<file path="src/rtl/chaser_pkg.sv">
// Shared types and defaults for the chaser/PWM fader: mode and direction encodings,
// the figure-8 segment walk, and the full-brightness level helper.
package chaser_pkg;

  typedef enum logic [1:0] {
    MODE_FWD    = 2'b00,
    MODE_REV    = 2'b01,
    MODE_BOUNCE = 2'b10,
    MODE_HOLD   = 2'b11
  } mode_e;

  typedef enum logic {
    DIR_UP   = 1'b0,
    DIR_DOWN = 1'b1
  } dir_e;

  // Figure-8 on a 7-seg display (a=0 .. g=6): a,b,g,e,d,c,g,f; entry 0 sits in the LSBs.
  localparam logic [23:0] DEFAULT_SEQ_MAP = {3'd5, 3'd6, 3'd2, 3'd3, 3'd4, 3'd6, 3'd1, 3'd0};

  function automatic int unsigned level_max(input int unsigned fade_w);
    return (32'd1 << fade_w) - 32'd1;
  endfunction

endpackage

</file>
<file path="src/rtl/chaser_pwm_fader_if.sv">
// Control/status bundle of the chaser: master drives the configuration and
// observes the PWM outputs, slave is the chaser itself.
interface chaser_pwm_fader_if
  import chaser_pkg::*;
#(
  parameter int N_CH    = 7,
  parameter int SEQ_LEN = 8,
  parameter int STEP_W  = 23,
  parameter int FDIV_W  = 22
) ();

  localparam int POS_W = $clog2(SEQ_LEN);

  logic              en;
  logic [STEP_W-1:0] period;
  logic [FDIV_W-1:0] fade_div;
  mode_e             mode;
  logic              tail_en;
  logic              decay_lin;
  logic              invert;
  logic [N_CH-1:0]   led_out;
  logic [POS_W-1:0]  pos;
  logic              step_pulse;

  modport master (
    output en, period, fade_div, mode, tail_en, decay_lin, invert,
    input  led_out, pos, step_pulse
  );

  modport slave (
    input  en, period, fade_div, mode, tail_en, decay_lin, invert,
    output led_out, pos, step_pulse
  );

endinterface

</file>
<file path="src/rtl/chaser_pwm_fader_channel.sv">
// One output channel: brightness level register with max/clear/decay control
// and a registered PWM comparator against the shared free-running counter.
module pwm_fade_channel
  import chaser_pkg::*;
#(
  parameter int FADE_W = 4
) (
  input  logic              clk,
  input  logic              reset,
  input  logic              set_max,
  input  logic              clear,
  input  logic              fade_tick,
  input  logic              decay_lin,
  input  logic [FADE_W-1:0] pwm_cnt,
  input  logic              invert,
  output logic              led
);

  localparam logic [FADE_W-1:0] LEVEL_MAX = FADE_W'(level_max(FADE_W));

  logic [FADE_W-1:0] level;

  always_ff @(posedge clk) begin
    if (reset) begin
      level <= '0;
      // NOTE: led resets to 0 without invert so a held reset always blanks the pins the same way.
      led   <= 1'b0;
    end else begin
      if (set_max) begin
        level <= LEVEL_MAX;
      end else if (clear) begin
        level <= '0;
      end else if (fade_tick) begin
        if (decay_lin) begin
          level <= (level == '0) ? '0 : level - FADE_W'(1);
        end else begin
          level <= level >> 1;
        end
      end
      led <= (level > pwm_cnt) ^ invert;
    end
  end

endmodule

</file>
<file path="src/rtl/chaser_pwm_fader.sv">
// Chaser top: step/fade prescalers, pointer FSM walking SEQ_MAP, and one
// fading PWM channel per output.
module chaser_pwm_fader
  import chaser_pkg::*;
#(
  parameter int                       N_CH    = 7,
  parameter int                       IDX_W   = $clog2(N_CH),
  parameter int                       SEQ_LEN = 8,
  parameter logic [SEQ_LEN*IDX_W-1:0] SEQ_MAP = DEFAULT_SEQ_MAP,
  parameter int                       FADE_W  = 4,
  parameter int                       STEP_W  = 23,
  parameter int                       FDIV_W  = 22
) (
  input logic               clk,
  input logic               reset,
  chaser_pwm_fader_if.slave bus
);

  localparam int               POS_W    = $clog2(SEQ_LEN);
  localparam logic [POS_W-1:0] POS_LAST = POS_W'(SEQ_LEN - 1);

  logic [STEP_W-1:0] step_cnt;
  logic [FDIV_W-1:0] fade_cnt;
  logic [FADE_W-1:0] pwm_cnt;
  logic [POS_W-1:0]  pos;
  dir_e              dir;
  logic              step_pulse;
  logic [N_CH-1:0]   led;
  logic              step_tick;
  logic              fade_tick;
  logic [IDX_W-1:0]  active_idx;

  // >= rather than == so shrinking period below the running count ticks at once.
  assign step_tick  = bus.en && (step_cnt >= bus.period);
  assign fade_tick  = (fade_cnt >= bus.fade_div);
  assign active_idx = SEQ_MAP[int'(pos)*IDX_W +: IDX_W];

  always_ff @(posedge clk) begin
    if (reset) begin
      step_cnt <= '0;
      fade_cnt <= '0;
      pwm_cnt  <= '0;
    end else begin
      // NOTE: sequential state uses <= so every register samples pre-edge values.
      if (bus.en) begin
        step_cnt <= step_tick ? '0 : step_cnt + STEP_W'(1);
      end
      fade_cnt <= fade_tick ? '0 : fade_cnt + FDIV_W'(1);
      pwm_cnt  <= pwm_cnt + FADE_W'(1);
    end
  end

  always_ff @(posedge clk) begin
    if (reset) begin
      pos        <= '0;
      dir        <= DIR_UP;
      step_pulse <= 1'b0;
    end else begin
      step_pulse <= step_tick;
      if (step_tick) begin
        unique case (bus.mode)
          MODE_FWD:    pos <= (pos == POS_LAST) ? '0 : pos + POS_W'(1);
          MODE_REV:    pos <= (pos == '0) ? POS_LAST : pos - POS_W'(1);
          MODE_BOUNCE: begin
            // Reflect at the ends without dwelling on them.
            if (dir == DIR_UP) begin
              if (pos == POS_LAST) begin
                dir <= DIR_DOWN;
                pos <= pos - POS_W'(1);
              end else begin
                pos <= pos + POS_W'(1);
              end
            end else begin
              if (pos == '0) begin
                dir <= DIR_UP;
                pos <= pos + POS_W'(1);
              end else begin
                pos <= pos - POS_W'(1);
              end
            end
          end
          MODE_HOLD:   pos <= pos;
        endcase
      end
    end
  end

  for (genvar c = 0; c < N_CH; c++) begin : g_ch
    pwm_fade_channel #(
      .FADE_W (FADE_W)
    ) u_ch (
      .clk       (clk),
      .reset     (reset),
      .set_max   (active_idx == IDX_W'(c)),
      .clear     (!bus.tail_en),
      .fade_tick (fade_tick),
      .decay_lin (bus.decay_lin),
      .pwm_cnt   (pwm_cnt),
      .invert    (bus.invert),
      .led       (led[c])
    );
  end

  assign bus.led_out    = led;
  assign bus.pos        = pos;
  assign bus.step_pulse = step_pulse;

endmodule

</file>
<file path="src/flat_wrapper.sv">
// flat-port wrapper written by rule: the top's interface ports become plain ports
module chaser_pwm_fader_flat import chaser_pkg::*;
#(
  parameter int                       N_CH    = 7,
  parameter int                       IDX_W   = $clog2(N_CH),
  parameter int                       SEQ_LEN = 8,
  parameter logic [SEQ_LEN*IDX_W-1:0] SEQ_MAP = DEFAULT_SEQ_MAP,
  parameter int                       FADE_W  = 4,
  parameter int                       STEP_W  = 23,
  parameter int                       FDIV_W  = 22
)
  (clk, reset, bus_en, bus_period, bus_fade_div, bus_mode, bus_tail_en, bus_decay_lin, bus_invert, bus_led_out, bus_pos, bus_step_pulse);
  chaser_pwm_fader_if #(.N_CH(N_CH), .SEQ_LEN(SEQ_LEN), .STEP_W(STEP_W), .FDIV_W(FDIV_W)) bus_i ();
  input logic clk;
  input logic reset;
  input wire logic [$bits(bus_i.en)-1:0] bus_en;
  input wire logic [$bits(bus_i.period)-1:0] bus_period;
  input wire logic [$bits(bus_i.fade_div)-1:0] bus_fade_div;
  input wire logic [$bits(bus_i.mode)-1:0] bus_mode;
  input wire logic [$bits(bus_i.tail_en)-1:0] bus_tail_en;
  input wire logic [$bits(bus_i.decay_lin)-1:0] bus_decay_lin;
  input wire logic [$bits(bus_i.invert)-1:0] bus_invert;
  output wire logic [$bits(bus_i.led_out)-1:0] bus_led_out;
  output wire logic [$bits(bus_i.pos)-1:0] bus_pos;
  output wire logic [$bits(bus_i.step_pulse)-1:0] bus_step_pulse;
  assign bus_i.en = bus_en;
  assign bus_i.period = bus_period;
  assign bus_i.fade_div = bus_fade_div;
  assign bus_i.mode = bus_mode;
  assign bus_i.tail_en = bus_tail_en;
  assign bus_i.decay_lin = bus_decay_lin;
  assign bus_i.invert = bus_invert;
  assign bus_led_out = bus_i.led_out;
  assign bus_pos = bus_i.pos;
  assign bus_step_pulse = bus_i.step_pulse;
  chaser_pwm_fader #(.N_CH(N_CH), .IDX_W(IDX_W), .SEQ_LEN(SEQ_LEN), .SEQ_MAP(SEQ_MAP), .FADE_W(FADE_W), .STEP_W(STEP_W), .FDIV_W(FDIV_W)) u_core (.clk(clk), .reset(reset), .bus(bus_i));
endmodule
</file>
<file path="config.mk">
export PLATFORM = sky130hd
export DESIGN_NAME = chaser_pwm_fader_flat
export DESIGN_NICKNAME = d
export VERILOG_FILES = /design/src/rtl/chaser_pkg.sv /design/src/rtl/chaser_pwm_fader_if.sv /design/src/rtl/chaser_pwm_fader_channel.sv /design/src/rtl/chaser_pwm_fader.sv /design/src/flat_wrapper.sv
export SDC_FILE = /design/constraint.sdc
export NUM_CORES = 1
export LEC_CHECK = 0
export ABC_CLOCK_PERIOD_IN_PS = 2600
export CAP_MARGIN = 15
export CORE_ASPECT_RATIO = 0.8
export CORE_MARGIN = 2
export CORE_UTILIZATION = 50
export DETAILED_ROUTE_END_ITERATION = 10
export GPL_ROUTABILITY_DRIVEN = 0
export HOLD_SLACK_MARGIN = 0.02
export PLACE_DENSITY = 0.71
export SYNTH_ARGS = -nofsm -noshare
export SYNTH_HDL_FRONTEND = slang
export SYNTH_SLANG_ARGS = --single-unit
</file>
<file path="constraint.sdc">
create_clock -name clk -period 2.6 [get_ports clk]
set_clock_uncertainty 0.1 [all_clocks]
set_input_delay 0.52 -clock clk [delete_from_list [all_inputs] [get_ports clk]]
set_output_delay 0.52 -clock clk [all_outputs]
set_load 0.1 [all_outputs]
</file>
## Word-level counts from Yosys, hierarchy flattened

Cells that the tools add are included.

| operators by class | value |
|---|---|
| bitwise logic cells | 8 |
| magnitude comparators | 9 |
| $mul | 1 |
| shifts and indexed selects | 1 |
| multiplexer cells | 45 |
| equality and inequality tests | 17 |
| add/subtract/negate cells | 12 |
| reduce and logical (&&, ||, !) cells | 14 |

Operators with widths:

| kind | count |
|---|---|
| 4-bit 2-to-1 mux | 35 |
| 24-bit by 32-bit variable part select with 3-bit output (first input constant) | 1 |
| 4-bit > comparator | 7 |
| 4-bit zero test | 7 |
| 4-bit by 1-bit subtractor with 4-bit output (second input constant) | 7 |
| 23-bit by 1-bit adder with 23-bit output (second input constant) | 1 |
| 23-bit >= comparator | 1 |
| 23-bit 2-to-1 mux | 1 |
| 22-bit by 1-bit adder with 22-bit output (second input constant) | 1 |
| 22-bit >= comparator | 1 |
| 3-bit by 1-bit inequality test with 1-bit output (second input constant) | 7 |
| 3-bit 2-to-1 mux | 5 |
| 3-bit equality test (second input constant) | 4 |
| 3-bit one-hot mux with 3 select lines | 1 |
| 1-bit XOR | 7 |
| 3-bit by 2-bit equality test with 1-bit output (second input constant) | 2 |
| 3-bit zero test | 2 |
| 3-bit by 2-bit multiplier with 5-bit output (second input constant) | 1 |
| 4-bit by 1-bit adder with 4-bit output (second input constant) | 1 |
| 2-bit equality test (second input constant) | 2 |
| 2-bit AND reduction | 2 |
| 3-bit by 1-bit adder with 3-bit output (second input constant) | 1 |
| 3-bit by 1-bit equality test with 1-bit output (second input constant) | 1 |
| 1-bit 2-to-1 mux | 3 |
| 6 further kinds | 6 |

| storage, ports and cells | value |
|---|---|
| logic and storage cells | 127 |
| output and inout port bits | 11 |
| flip-flop bits (word level) | 89 |

## Longest topological paths before layout

| logic depth | value |
|---|---|
| depth after elaboration | 6 |
| gate-level depth with buffers | 10 |
| depth with buffers taken out | 8 |

## Modules after synthesis

From an unflattened synthesis, not the netlist that was laid out.

| unflattened totals | value |
|---|---|
| cells, all modules | 807 |
| area total of the unflattened synthesis | 6,680.2 sq um |

Modules (own cells, without submodules):

| module | cells each | area each (sq um) | times used |
|---|---|---|---|
| chaser_pwm_fader | 457 | 3,868.7 | 1 |
| pwm_fade_channel | 50 | 401.6 | 7 |

## Least setup slack after synthesis

Ideal clock, no wire load.

| path | value |
|---|---|
| path type | reg2reg |
| from | reg u_core.pos[0], in the netlist u_core.bus.pos[0] |
| to | reg u_core.g_ch[4].u_ch.level[3] |
| arrival | 2,434 ps |
| path slack | -4 ps |
| stages on the path, launching flop included | 7 |
| cells stage by stage | dfxtp_1 > inv_1 > ha_1 > inv_1 > mux2_2 > or3_1 > o21ai_1 |

| between the ends | value |
|---|---|
| word-level cells in the longest chain between the ends | 4 |

RTL lines:

| element | line | source |
|---|---|---|
| start, declared | chaser_pwm_fader.sv:25 | `logic [POS_W-1:0] pos;` |
| start signal, assigned | chaser_pwm_fader.sv:62 | `MODE_FWD: pos <= (pos == POS_LAST) ? '0 : pos + POS_W'(1);` |
| start signal, assigned | chaser_pwm_fader.sv:63 | `MODE_REV: pos <= (pos == '0) ? POS_LAST : pos - POS_W'(1);` |
| start signal, assigned | chaser_pwm_fader.sv:69 | `pos <= pos - POS_W'(1);` |
| 3-bit by 2-bit multiplier with 5-bit output * | chaser_pwm_fader.sv:36 | `assign active_idx = SEQ_MAP[int'(pos)*IDX_W +: IDX_W];` |
| 24-bit by 32-bit variable part select with 3-bit output * | chaser_pwm_fader.sv:36 |  |
| 3-bit equality test * | chaser_pwm_fader.sv:94 | `.set_max (active_idx == IDX_W'(c)),` |
| 3-bit by 1-bit inequality test with 1-bit output (no source line) or 4-bit 2-to-1 mux (tied branches) | n/a |  |
| end signal, assigned | chaser_pwm_fader_channel.sv:35 | `level <= (level == '0) ? '0 : level - FADE_W'(1);` |
| end signal, assigned | chaser_pwm_fader_channel.sv:37 | `level <= level >> 1;` |
| end, declared | chaser_pwm_fader_channel.sv:21 | `logic [FADE_W-1:0] level;` |

Every way passes the cells marked *; elsewhere a longest branch is shown, timed or not.
A chain may end at the register's enable or synchronous reset.

## Final worst setup path

| path | value |
|---|---|
| from | in bus_fade_div[9] |
| to | reg u_core.g_ch[6].u_ch.level[2] |

| between the ends | value |
|---|---|
| word-level cells in the longest chain between the ends | 2 |

RTL lines:

| element | line | source |
|---|---|---|
| start, declared | flat_wrapper.sv:18 | `input wire logic [$bits(bus_i.fade_div)-1:0] bus_fade_div;` |
| 22-bit >= comparator | chaser_pwm_fader.sv:35 | `assign fade_tick = (fade_cnt >= bus.fade_div);` |
| 3-bit by 1-bit inequality test with 1-bit output (no source line) | n/a |  |
| end signal, assigned | chaser_pwm_fader_channel.sv:35 |  |
| end signal, assigned | chaser_pwm_fader_channel.sv:37 |  |
| end, declared | chaser_pwm_fader_channel.sv:21 |  |

Every way passes these cells.

==> results.tsv <==
metric	value	unit
status	finished, final reports clean	
period utilization	0.976	
Slew Limit Fails	0	
Diodes inserted	0	
slew of the pin with the lowest slew margin	551	ps
DRT antenna net count	0	
grt met2 use	0.387	
Placement Setup Slack	-558	ps
clock buffer depth	2	
port bufs	63	
CP startpoint kind	input pin	
# setup viols final	0	
Post-synth top flop	dfxtp_1	
Int Pwr	2.30	mW
final worst slack	61.8	ps
GR Util met3	0.0437	
Power Density	399	nW/µm²
Reg power frac	0.445	
row count	37	
Final HPWL DP	10900	µm
Setup crit end kind	register	
kind of critical path	in2reg	
Synth async-reset ratio	0	
register area share after synthesis	0.276	
FF-to-FF End	u_core.g_ch[6].u_ch.level[2]	
clock tree from TritonCTS	built	
unrepaired setup endpoints after global routing	true	
switching power	0.888	mW
Crit path required time	2730	ps
Max-Cap Viols	0	
gr ovfl total	0	
drt drc	0	
H-tree Lvls	3	
largest fanout on the critical path	6	
final hold violations	0	
Total GRT Usage	0.230	
flops & latches, synth	89	
Sw Share	0.279	
CP max-delay cell	clkdlybuf4s50_1	
TNS Setup	0	ps
global-route wire length before repair	25700	µm
DIE WIDTH	131	µm
CORE AREA	12700	µm²
DR iter-0 viols	274	
Clk pin slew, worst setup/hold paths	70	ps
YS warnings	0	
post-route minimum period	2540	ps
proportion of layout cells with a drive suffix above 1	0.146	
clock sink total	89	
via count	5609	
initial antenna violation count	0	
Worst Hold Depth	1	
Worst VDD drop	0.000299	V
DRT Pass-1 Iters	5	
Hold Path Class	reg2reg	
top-level I/O count	64	
number of enable flip-flop cells after synthesis	0	
Vias per Instance	5.50	
worst-case headroom to the max-slew limit	0.632	
Leak	3.35	nW
Cell Area, Synth	6450	µm²
Unique masters post-synth	50	
CTS Hold Bufs	0	
die extent in y	106	µm
TritonCTS buffer count	9	
Post-Syn Area per Cell	8.46	µm²
leading area contributor after synthesis	dfxtp_1	
WL per Instance	14.9	µm
Layout area overhead	23.5	%
clk root buf	clkbuf_16	
Crit path top cell by count	buf_12	
Die Area	13800	µm²
FF-to-FF setup slack	160	ps
global route hottest layer	met2	
fmax	394	MHz
CP Cell Sequence	clkdlybuf4s50_1, inv_1, ha_1, a21oi_2, o21ai_2, a221oi_4, o211ai_4, buf_12, buf_12, mux2i_2, o21ai_1	
Worst R2R Path Depth	8	
hold_sp	u_core.fade_cnt[0]	
worst hold endpoint	u_core.fade_cnt[0]	
r2r startpoint	u_core.fade_cnt[3]	
clock power share	0.384	
M1 GR Usage	0.298	
post-synth top area share	0.276	
Synth Net Count	908	
Synth Instances	763	
max incr delay on CP	450	ps
nets@finish	986	
Skew-Pair Late Insertion Delay	350	ps
initial core utilization	0.507	
combinational share of power	0.170	
synth top area cells	dfxtp_1 28%, ha_1 18%, mux2i_1 5.1%	
routed wire length	15200	µm
Post-Route Utilization	0.626	
critical path arrival	2670	ps
vias in the first global route	5593	
largest net degree at the start of global routing	50	
timing repair:
action	4_1_cts	5_1_grt
resized for setup	30	30
endpoints found under the setup margin	50	77
gates cloned	3	0
pin swaps	8	17
setup buffers	5	4
power groups by stage:
| stage | sequential, mW | combinational, mW | clock [mW] |
|---|---|---|---|
| after floorplan | 1.44 | 0.360 | 0 |
| after global placement | 1.45 | 0.493 | 0 |
| after detailed placement | 1.45 | 0.515 | 0 |
| after CTS | 1.42 | 0.538 | 1.24 |
| after global routing | 1.42 | 0.593 | 1.30 |
| final | 1.42 | 0.543 | 1.22 |
registers in the layout, indices dropped and copies added, names as in the netlist:
signal and count:
u_core.g_ch.u_ch.level 28, u_core.dir 1, u_core.bus.step_pulse 1, u_core.pwm_cnt 4
u_core.bus.pos 3, u_core.step_cnt 23, u_core.g_ch.u_ch.led 7, u_core.fade_cnt 22
routing by layer:
metal / vias up / wire length [µm]
met5: - / 0
met4: 0 / 237
met3: 19 / 740
met2: 133 / 7420
met1: 2643 / 6840
li1: 2814 / -
cell type report:
class	instances	area, µm²
inverter	74	278
clock buffer	11	243
fill	1025	4760
clock inverter	4	30.0
timing repair buffer	97	967
sequential	89	1780
multi-input combinational	570	4450
tap	175	219
logic make-up after synthesis:
kind of cell / synth area share
buf+inv: 0.0735
xor+xnor: 0.0665
simple gates: 0.212
mux: 0.0529
fa+ha+maj: 0.178
flops: 0.276
compound gates: 0.140
layout by cell type, fill, tap and decap left out, types with 7 or more instances in the layout:
master,synthesis,routed
nand2b_1,19,18
clkbuf_16,0,9
clkdlybuf4s50_1,0,40
dfxtp_1,89,88
nor2_1,48,48
ha_4,0,10
dlymetal6s2s_1,0,7
xnor2_1,19,19
o21ai_0,32,29
nor3_1,9,8
nand2_1,52,50
xor2_1,30,30
nand4_1,22,22
buf_4,7,36
inv_1,74,65
mux2i_1,33,29
o211ai_1,10,10
ha_1,92,82
o21ai_1,28,30
a21oi_1,43,40
nor3_2,20,21
o21a_1,17,17
or3_1,10,10
nand3_1,25,25
inv_2,0,9
nor2b_1,18,18
stage by stage:
step	instance area (µm²)	hold slack (ps)	total power [mW]	instances
2_1_floorplan	6450	326	1.80	763
4_1_cts	7890	381	3.20	1018
5_1_grt	7970	408	3.31	1020
6_report	7970	380	3.18	1020
3_3_place_gp	7310	337	1.94	995
3_5_place_dp	7310	364	1.96	995
synthesized netlist by cell type (all sizes together) (18+ instances only):
cell type / n
a21oi: 43
dfxtp: 89
ha: 92
inv: 74
mux2i: 33
nand2: 52
nand2b: 19
nand3: 25
nand4: 23
nor2: 48
nor2b: 18
nor3: 29
o21ai: 61
xnor2: 19
xor2: 30
worst max-delay path: cells and delay by family:
kind / cells / cell delay (ps)
AOI/OAI and AO/OA: 5 / 840
buffers and inverters: 4 / 780
adders and majority gates: 1 / 330
muxes: 1 / 180
worst max path at each step:
stage	cells after the start	endpoint	from
after floorplan	6	u_core.g_ch[4].u_ch.level[3]	u_core.bus.pos[1]
after global placement	10	u_core.g_ch[0].u_ch.level[0]	bus_fade_div[21]
after detailed placement	10	u_core.g_ch[1].u_ch.level[2]	bus_fade_div[21]
after CTS	11	u_core.g_ch[1].u_ch.level[2]	bus_fade_div[11]
after global routing	10	u_core.step_cnt[13]	bus_period[14]
final	11	u_core.g_ch[6].u_ch.level[2]	bus_fade_div[9]
Note: power is estimated with default switching activity, not from simulation.
